[src/rtl/regfile_wb_arbiter_if.sv]
// rtl/regfile_wb_arbiter_if.sv - writeback requester / register-file write port bundle
//
// Purpose: groups the two writeback request channels and the register file
// write port that regfile_wb_arbiter sits between.
//
// Signals:
//   req_valid[1:0]  requester i has a write pending
//   req_ready[1:0]  requester i's write accepted this cycle
//   req0_addr/data  requester 0 (ALU writeback) destination and data
//   req1_addr/data  requester 1 (load writeback) destination and data
//   wr_stall        register file cannot take a write this cycle
//   wr_en           register file write strobe
//   wr_addr/data    register file write address and data
//   wr_dec[31:0]    one-hot of wr_addr when wr_en=1, else zero
//   busy            output stage holds a write
//
// Modports: master = writeback stage + register file side, slave = arbiter.
interface regfile_wb_arbiter_if #(
  parameter int DATA_W = 64,
  parameter int ADDR_W = 5
);
  logic [1:0]        req_valid;
  logic [1:0]        req_ready;
  logic [ADDR_W-1:0] req0_addr;
  logic [DATA_W-1:0] req0_data;
  logic [ADDR_W-1:0] req1_addr;
  logic [DATA_W-1:0] req1_data;
  logic              wr_stall;
  logic              wr_en;
  logic [ADDR_W-1:0] wr_addr;
  logic [DATA_W-1:0] wr_data;
  logic [31:0]       wr_dec;
  logic              busy;

  modport master (
    output req_valid, req0_addr, req0_data, req1_addr, req1_data, wr_stall,
    input  req_ready, wr_en, wr_addr, wr_data, wr_dec, busy
  );

  modport slave (
    input  req_valid, req0_addr, req0_data, req1_addr, req1_data, wr_stall,
    output req_ready, wr_en, wr_addr, wr_data, wr_dec, busy
  );
endinterface

[src/rtl/regfile_wb_arbiter.sv]
// rtl/regfile_wb_arbiter.sv - round-robin arbiter for the register file write port
//
// Purpose: shares the single register file write port between the ALU
// writeback (requester 0) and the load writeback (requester 1). One write is
// accepted per cycle into a registered output stage which drives the write
// port and its one-hot write-enable vector. Writes to X31 (zero register) are
// accepted and occupy the stage but never strobe the register file.
//
// Ports:
//   clk    in  clock, all state on rising edge
//   reset  in  asynchronous, active-high reset
//   bus    slave modport of regfile_wb_arbiter_if (request channels + write port)
module regfile_wb_arbiter #(
  parameter int DATA_W = 64,
  parameter int ADDR_W = 5
) (
  input logic                  clk,
  input logic                  reset,
  regfile_wb_arbiter_if.slave  bus
);

  localparam logic [ADDR_W-1:0] ZERO_REG = ADDR_W'(31);

  logic              out_valid_q, out_valid_d;
  logic [ADDR_W-1:0] out_addr_q,  out_addr_d;
  logic [DATA_W-1:0] out_data_q,  out_data_d;
  logic              last_grant_q, last_grant_d;

  logic              load_ok;
  logic [1:0]        grant;
  logic [1:0]        ready;
  logic              xfer;
  logic              xfer_idx;
  logic              wr_en;
  logic [31:0]       wr_dec;

  // The stage can take a new write when empty or when its current write
  // drains this cycle.
  assign load_ok = !out_valid_q || !bus.wr_stall;

  // Grant depends only on valids and history, never on payloads.
  always_comb begin
    grant = 2'b00;
    case (bus.req_valid)
      2'b01:   grant = 2'b01;
      2'b10:   grant = 2'b10;
      2'b11:   grant = last_grant_q ? 2'b01 : 2'b10;
      default: grant = 2'b00;
    endcase
  end

  // No handshake may complete while reset is held, so ready is masked too.
  assign ready    = reset ? 2'b00 : (grant & {2{load_ok}});
  assign xfer     = |ready;
  assign xfer_idx = ready[1];

  always_comb begin
    out_valid_d  = out_valid_q;
    out_addr_d   = out_addr_q;
    out_data_d   = out_data_q;
    last_grant_d = last_grant_q;
    if (xfer) begin
      out_valid_d  = 1'b1;
      out_addr_d   = xfer_idx ? bus.req1_addr : bus.req0_addr;
      out_data_d   = xfer_idx ? bus.req1_data : bus.req0_data;
      last_grant_d = xfer_idx;
    end else if (!bus.wr_stall) begin
      out_valid_d  = 1'b0;
    end
  end

  always_ff @(posedge clk or posedge reset) begin
    if (reset) begin
      out_valid_q  <= 1'b0;
      out_addr_q   <= '0;
      out_data_q   <= '0;
      last_grant_q <= 1'b1;
    end else begin
      out_valid_q  <= out_valid_d;
      out_addr_q   <= out_addr_d;
      out_data_q   <= out_data_d;
      last_grant_q <= last_grant_d;
    end
  end

  // Zero-register writes drain through the stage without a strobe.
  assign wr_en = out_valid_q && !bus.wr_stall && (out_addr_q != ZERO_REG);

  always_comb begin
    wr_dec = 32'h0;
    if (wr_en) wr_dec = 32'h1 << out_addr_q;
  end

  assign bus.req_ready = ready;
  assign bus.wr_en     = wr_en;
  assign bus.wr_addr   = out_addr_q;
  assign bus.wr_data   = out_data_q;
  assign bus.wr_dec    = wr_dec;
  assign bus.busy      = out_valid_q;

endmodule

[src/flat_wrapper.sv]
// flat-port wrapper written by rule: the top's interface ports become plain ports
module regfile_wb_arbiter_flat 
#(
  parameter int DATA_W = 64,
  parameter int ADDR_W = 5
)
  (clk, reset, bus_req_valid, bus_req0_addr, bus_req0_data, bus_req1_addr, bus_req1_data, bus_wr_stall, bus_req_ready, bus_wr_en, bus_wr_addr, bus_wr_data, bus_wr_dec, bus_busy);
  regfile_wb_arbiter_if #(.DATA_W(DATA_W), .ADDR_W(ADDR_W)) bus_i ();
  input logic clk;
  input logic reset;
  input wire logic [$bits(bus_i.req_valid)-1:0] bus_req_valid;
  input wire logic [$bits(bus_i.req0_addr)-1:0] bus_req0_addr;
  input wire logic [$bits(bus_i.req0_data)-1:0] bus_req0_data;
  input wire logic [$bits(bus_i.req1_addr)-1:0] bus_req1_addr;
  input wire logic [$bits(bus_i.req1_data)-1:0] bus_req1_data;
  input wire logic [$bits(bus_i.wr_stall)-1:0] bus_wr_stall;
  output wire logic [$bits(bus_i.req_ready)-1:0] bus_req_ready;
  output wire logic [$bits(bus_i.wr_en)-1:0] bus_wr_en;
  output wire logic [$bits(bus_i.wr_addr)-1:0] bus_wr_addr;
  output wire logic [$bits(bus_i.wr_data)-1:0] bus_wr_data;
  output wire logic [$bits(bus_i.wr_dec)-1:0] bus_wr_dec;
  output wire logic [$bits(bus_i.busy)-1:0] bus_busy;
  assign bus_i.req_valid = bus_req_valid;
  assign bus_i.req0_addr = bus_req0_addr;
  assign bus_i.req0_data = bus_req0_data;
  assign bus_i.req1_addr = bus_req1_addr;
  assign bus_i.req1_data = bus_req1_data;
  assign bus_i.wr_stall = bus_wr_stall;
  assign bus_req_ready = bus_i.req_ready;
  assign bus_wr_en = bus_i.wr_en;
  assign bus_wr_addr = bus_i.wr_addr;
  assign bus_wr_data = bus_i.wr_data;
  assign bus_wr_dec = bus_i.wr_dec;
  assign bus_busy = bus_i.busy;
  regfile_wb_arbiter #(.DATA_W(DATA_W), .ADDR_W(ADDR_W)) u_core (.clk(clk), .reset(reset), .bus(bus_i));
endmodule
[config.mk]
export PLATFORM = sky130hd
export DESIGN_NAME = regfile_wb_arbiter_flat
export DESIGN_NICKNAME = d
export VERILOG_FILES = /design/src/rtl/regfile_wb_arbiter_if.sv /design/src/rtl/regfile_wb_arbiter.sv /design/src/flat_wrapper.sv
export SDC_FILE = /design/constraint.sdc
export NUM_CORES = 1
export LEC_CHECK = 0
export CORE_ASPECT_RATIO = 1.2
export CORE_MARGIN = 1
export CORE_UTILIZATION = 40
export DETAILED_ROUTE_END_ITERATION = 7
export PLACE_DENSITY_LB_ADDON = 0.12
export SYNTH_ARGS = -nofsm -noshare
export SYNTH_HDL_FRONTEND = slang
export SYNTH_SLANG_ARGS = --single-unit
[constraint.sdc]
create_clock -name clk -period 3.27 [get_ports clk]
set_input_delay 0.4905 -clock clk [delete_from_list [all_inputs] [get_ports clk]]
set_output_delay 0.4905 -clock clk [all_outputs]
set_load 0.1 [all_outputs]
==> reports/metrics.yaml <==
hold_class: "reg -> reg"
synth-async-reset-ratio: 1.00
synth_edf_count: 0
share_seq_of_total_power: 0.257
rsz0062_at_grt: "no"
clock_sink_count: 71
fin_crit_sh: 0.819
synth_seq_cells: 71
initial_core_util: 0.417
yosys-top-cells-count: "71 x a21oi_1, 70 x dfrtp_1, 69 x a31oi_1, 69 x nand4_1, 47 x clkbuf_1"
die_w_um: 93.3
totalWireLength_um: 15600
reg2reg_to: "u_core.bus.wr_data[9]"
track_usage: 0.302
fmaxAchievable_mhz: 373
grt_pass1_wl_um: 24800
p_switching_mw: 2.27
drive_gt1_frac: 0.141
ctsHoldBuffers: 0
yosys_warnings: 0
hpwl_um: 10300
synthToLayoutAreaGrowth_pct: 75.2
start_kind: "input port"
path_class: "in -> out"
slew_headroom: 0.308
clkTransAtPathRegs_ns: 0.05
p_leak_nw: 2.57
power.density_mw_per_mm2: 654
netSwitchingFraction: 0.496
clock_latency_ns: 0.33
numPortBuffers: 246
postCtsSetupBuffers: 0
antennaDiodeCount: 0
cp_data_required_time_ns: 2.78
cts_tree: "yes"
r2r_cells: 4
firstDrtPassIters: 5
ioPinCount: 248
hold_end: "u_core.bus.wr_data[25]"
critical_path_arrival_ns: 2.19
whs_path_depth: 2
first_iter_violations: 378
grt_start_max_net_pins: 141
r2r-start: "u_core.bus.busy"
synth_area_leaders: "dfrtp_1 44%, a31oi_1 11%, nand4_1 11%, a21oi_1 8.9%, o21ai_0 4.9%"
setup.worst_path.end_class: "primary output"
crit_chain: "clkdlybuf4s50_1 -> nor3b_1 -> nand3_1 -> nor2_1 -> buf_12"
htree_levels: 3
dieArea_mm2: 0.0104
cp_max_fo: 6
root_buffer: "clkbuf_16"
setup_viol: 0
synth_cells: 480
fin_nets: 826
syn-num-nets: 623
hold_slack_ns: 0.552
numCtsBuffers: 9
outcome: "completed"
postSynthAreaPerCell_um2: 8.34
fp-row-count: 39
pwr-share-clk: 0.223
worst_pin_slew_ns: 1.04
drv_cap: 0
first_global_vias: 4727
slowest_delay_ns: 0.55
synth_area_mm2: 0.00400
hp-start: "u_core.bus.wr_data[25]"
num_vias: 4794
place_congestion: 0.816
overflow: 0
synth_cell_types: 28
synth.most_common_cell: "a21oi_1"
finalHoldViolations: 0
fp.dieH_um: 112
ir_drop_mv: 0.421
slew_viol_final: 0
finalCriticalPeriod_ns: 2.68
drc: 0
yosysTopAreaCellShare: 0.438
coreArea_mm2: 0.00961
clock_skew_ns: 0.0108
synth_area_leader_cell: "dfrtp_1"
wl_per_cell_um: 19.2
cts-resized-gates: 0
setup_tns_ns: 0
intPower_mw: 2.31
synth_seq_area_share: 0.444
slowest_stage: "clkdlybuf4s50_1"
clock_path_buffers: 2
reg2reg_slack_ns: 1.45
antenna_found_initial: 0
synth_ff_type: "dfrtp_1"
p_comb_frac: 0.520
drtAntennaViolNets: 0
routed_via_density: 5.91
==> layer usage <==
layer  share of wire  track usage  vias up
met5               0            0        -
met4           0.043        0.152        0
met3           0.094       0.0772       45
met2            0.48        0.480      266
met1            0.38        0.377     2250
li1                -            -     2233
==> area by class of cell <==
class                   count  area (um^2)
repair buffers            257         2820
fillers                   735         2600
multi-input cells         342         1940
flip-flops and latches     71         1780
clock buffers              11          233
well taps                 123          154
clock inverters             5         82.6
inverters                   2         7.51
==> critical path, delay by kind of cell <==
kind	cells	cell delay, ns
buf+inv	2	0.76
simple gates	3	0.93
==> registers in the layout, summed over array words and instances, names as in the netlist <==
name / flops
u_core.bus.wr_data: 64
u_core.bus.wr_addr: 5
u_core.bus.busy: 1
u_core.last_grant_q: 1
==> per-stage QoR <==
step | setup slack [ns] | area (um^2) | util | instances | total power [mW]
finish | 0.590 | 7010 | 0.730 | 811 | 4.59
global route | 0.405 | 7010 | 0.730 | 811 | 4.75
CTS | 0.594 | 7010 | 0.730 | 811 | 4.60
detailed placement | 0.603 | 6700 | 0.697 | 795 | 3.57
global placement | 0.648 | 6700 | 0.697 | 795 | 3.55
floorplan | -0.115 | 4050 | - | 480 | 2.89
==> how the worst max path moves through the flow <==
stage	start	to	slack (ns)	depth (start not counted)
floorplan	u_core.bus.busy	bus_wr_dec[11]	-0.11	3
global placement	bus_wr_stall	bus_wr_dec[11]	0.65	5
detailed placement	bus_wr_stall	bus_wr_dec[6]	0.60	5
CTS	bus_wr_stall	bus_wr_dec[6]	0.59	5
global route	bus_wr_stall	bus_wr_dec[11]	0.41	5
finish	bus_wr_stall	bus_wr_dec[11]	0.59	5
==> cells in the final DEF (no fill, tap or decap), drive strengths merged <==
cell type / netlist / routed
a21bo: 1 / 1
a21o: 2 / 2
a21oi: 72 / 72
a31oi: 70 / 70
and2: 1 / 1
and3b: 1 / 1
buf: 18 / 61
bufinv: 0 / 2
clkbuf: 47 / 11
clkdlybuf4s50: 0 / 196
clkinv: 0 / 3
conb: 1 / 1
dfrtp: 70 / 70
dfstp: 1 / 1
inv: 2 / 2
nand2: 5 / 5
nand2b: 6 / 6
nand3: 4 / 4
nand3b: 2 / 2
nand4: 69 / 69
nor2: 31 / 31
nor3: 4 / 4
nor3b: 2 / 2
o21ai: 69 / 69
or2: 2 / 2
==> cell families after synthesis <==
kind of cell	after synthesis	share of synthesized area
buffers and inverters	67	0.0828
other	1	0.000937
AND/OR/NAND/NOR	127	0.176
flip-flops	71	0.444
AO/OA/AOI/OAI	214	0.296
==> power groups by stage <==
| stage | logic, mW | clock network [mW] | registers, mW |
|---|---|---|---|
| floorplan | 0.531 | 0 | 2.36 |
| global placement | 2.36 | 0 | 1.18 |
| detailed placement | 2.38 | 0 | 1.19 |
| CTS | 2.39 | 1.04 | 1.18 |
| global route | 2.47 | 1.07 | 1.20 |
| finish | 2.38 | 1.02 | 1.18 |
Note: power is estimated with default switching activity, not from simulation.
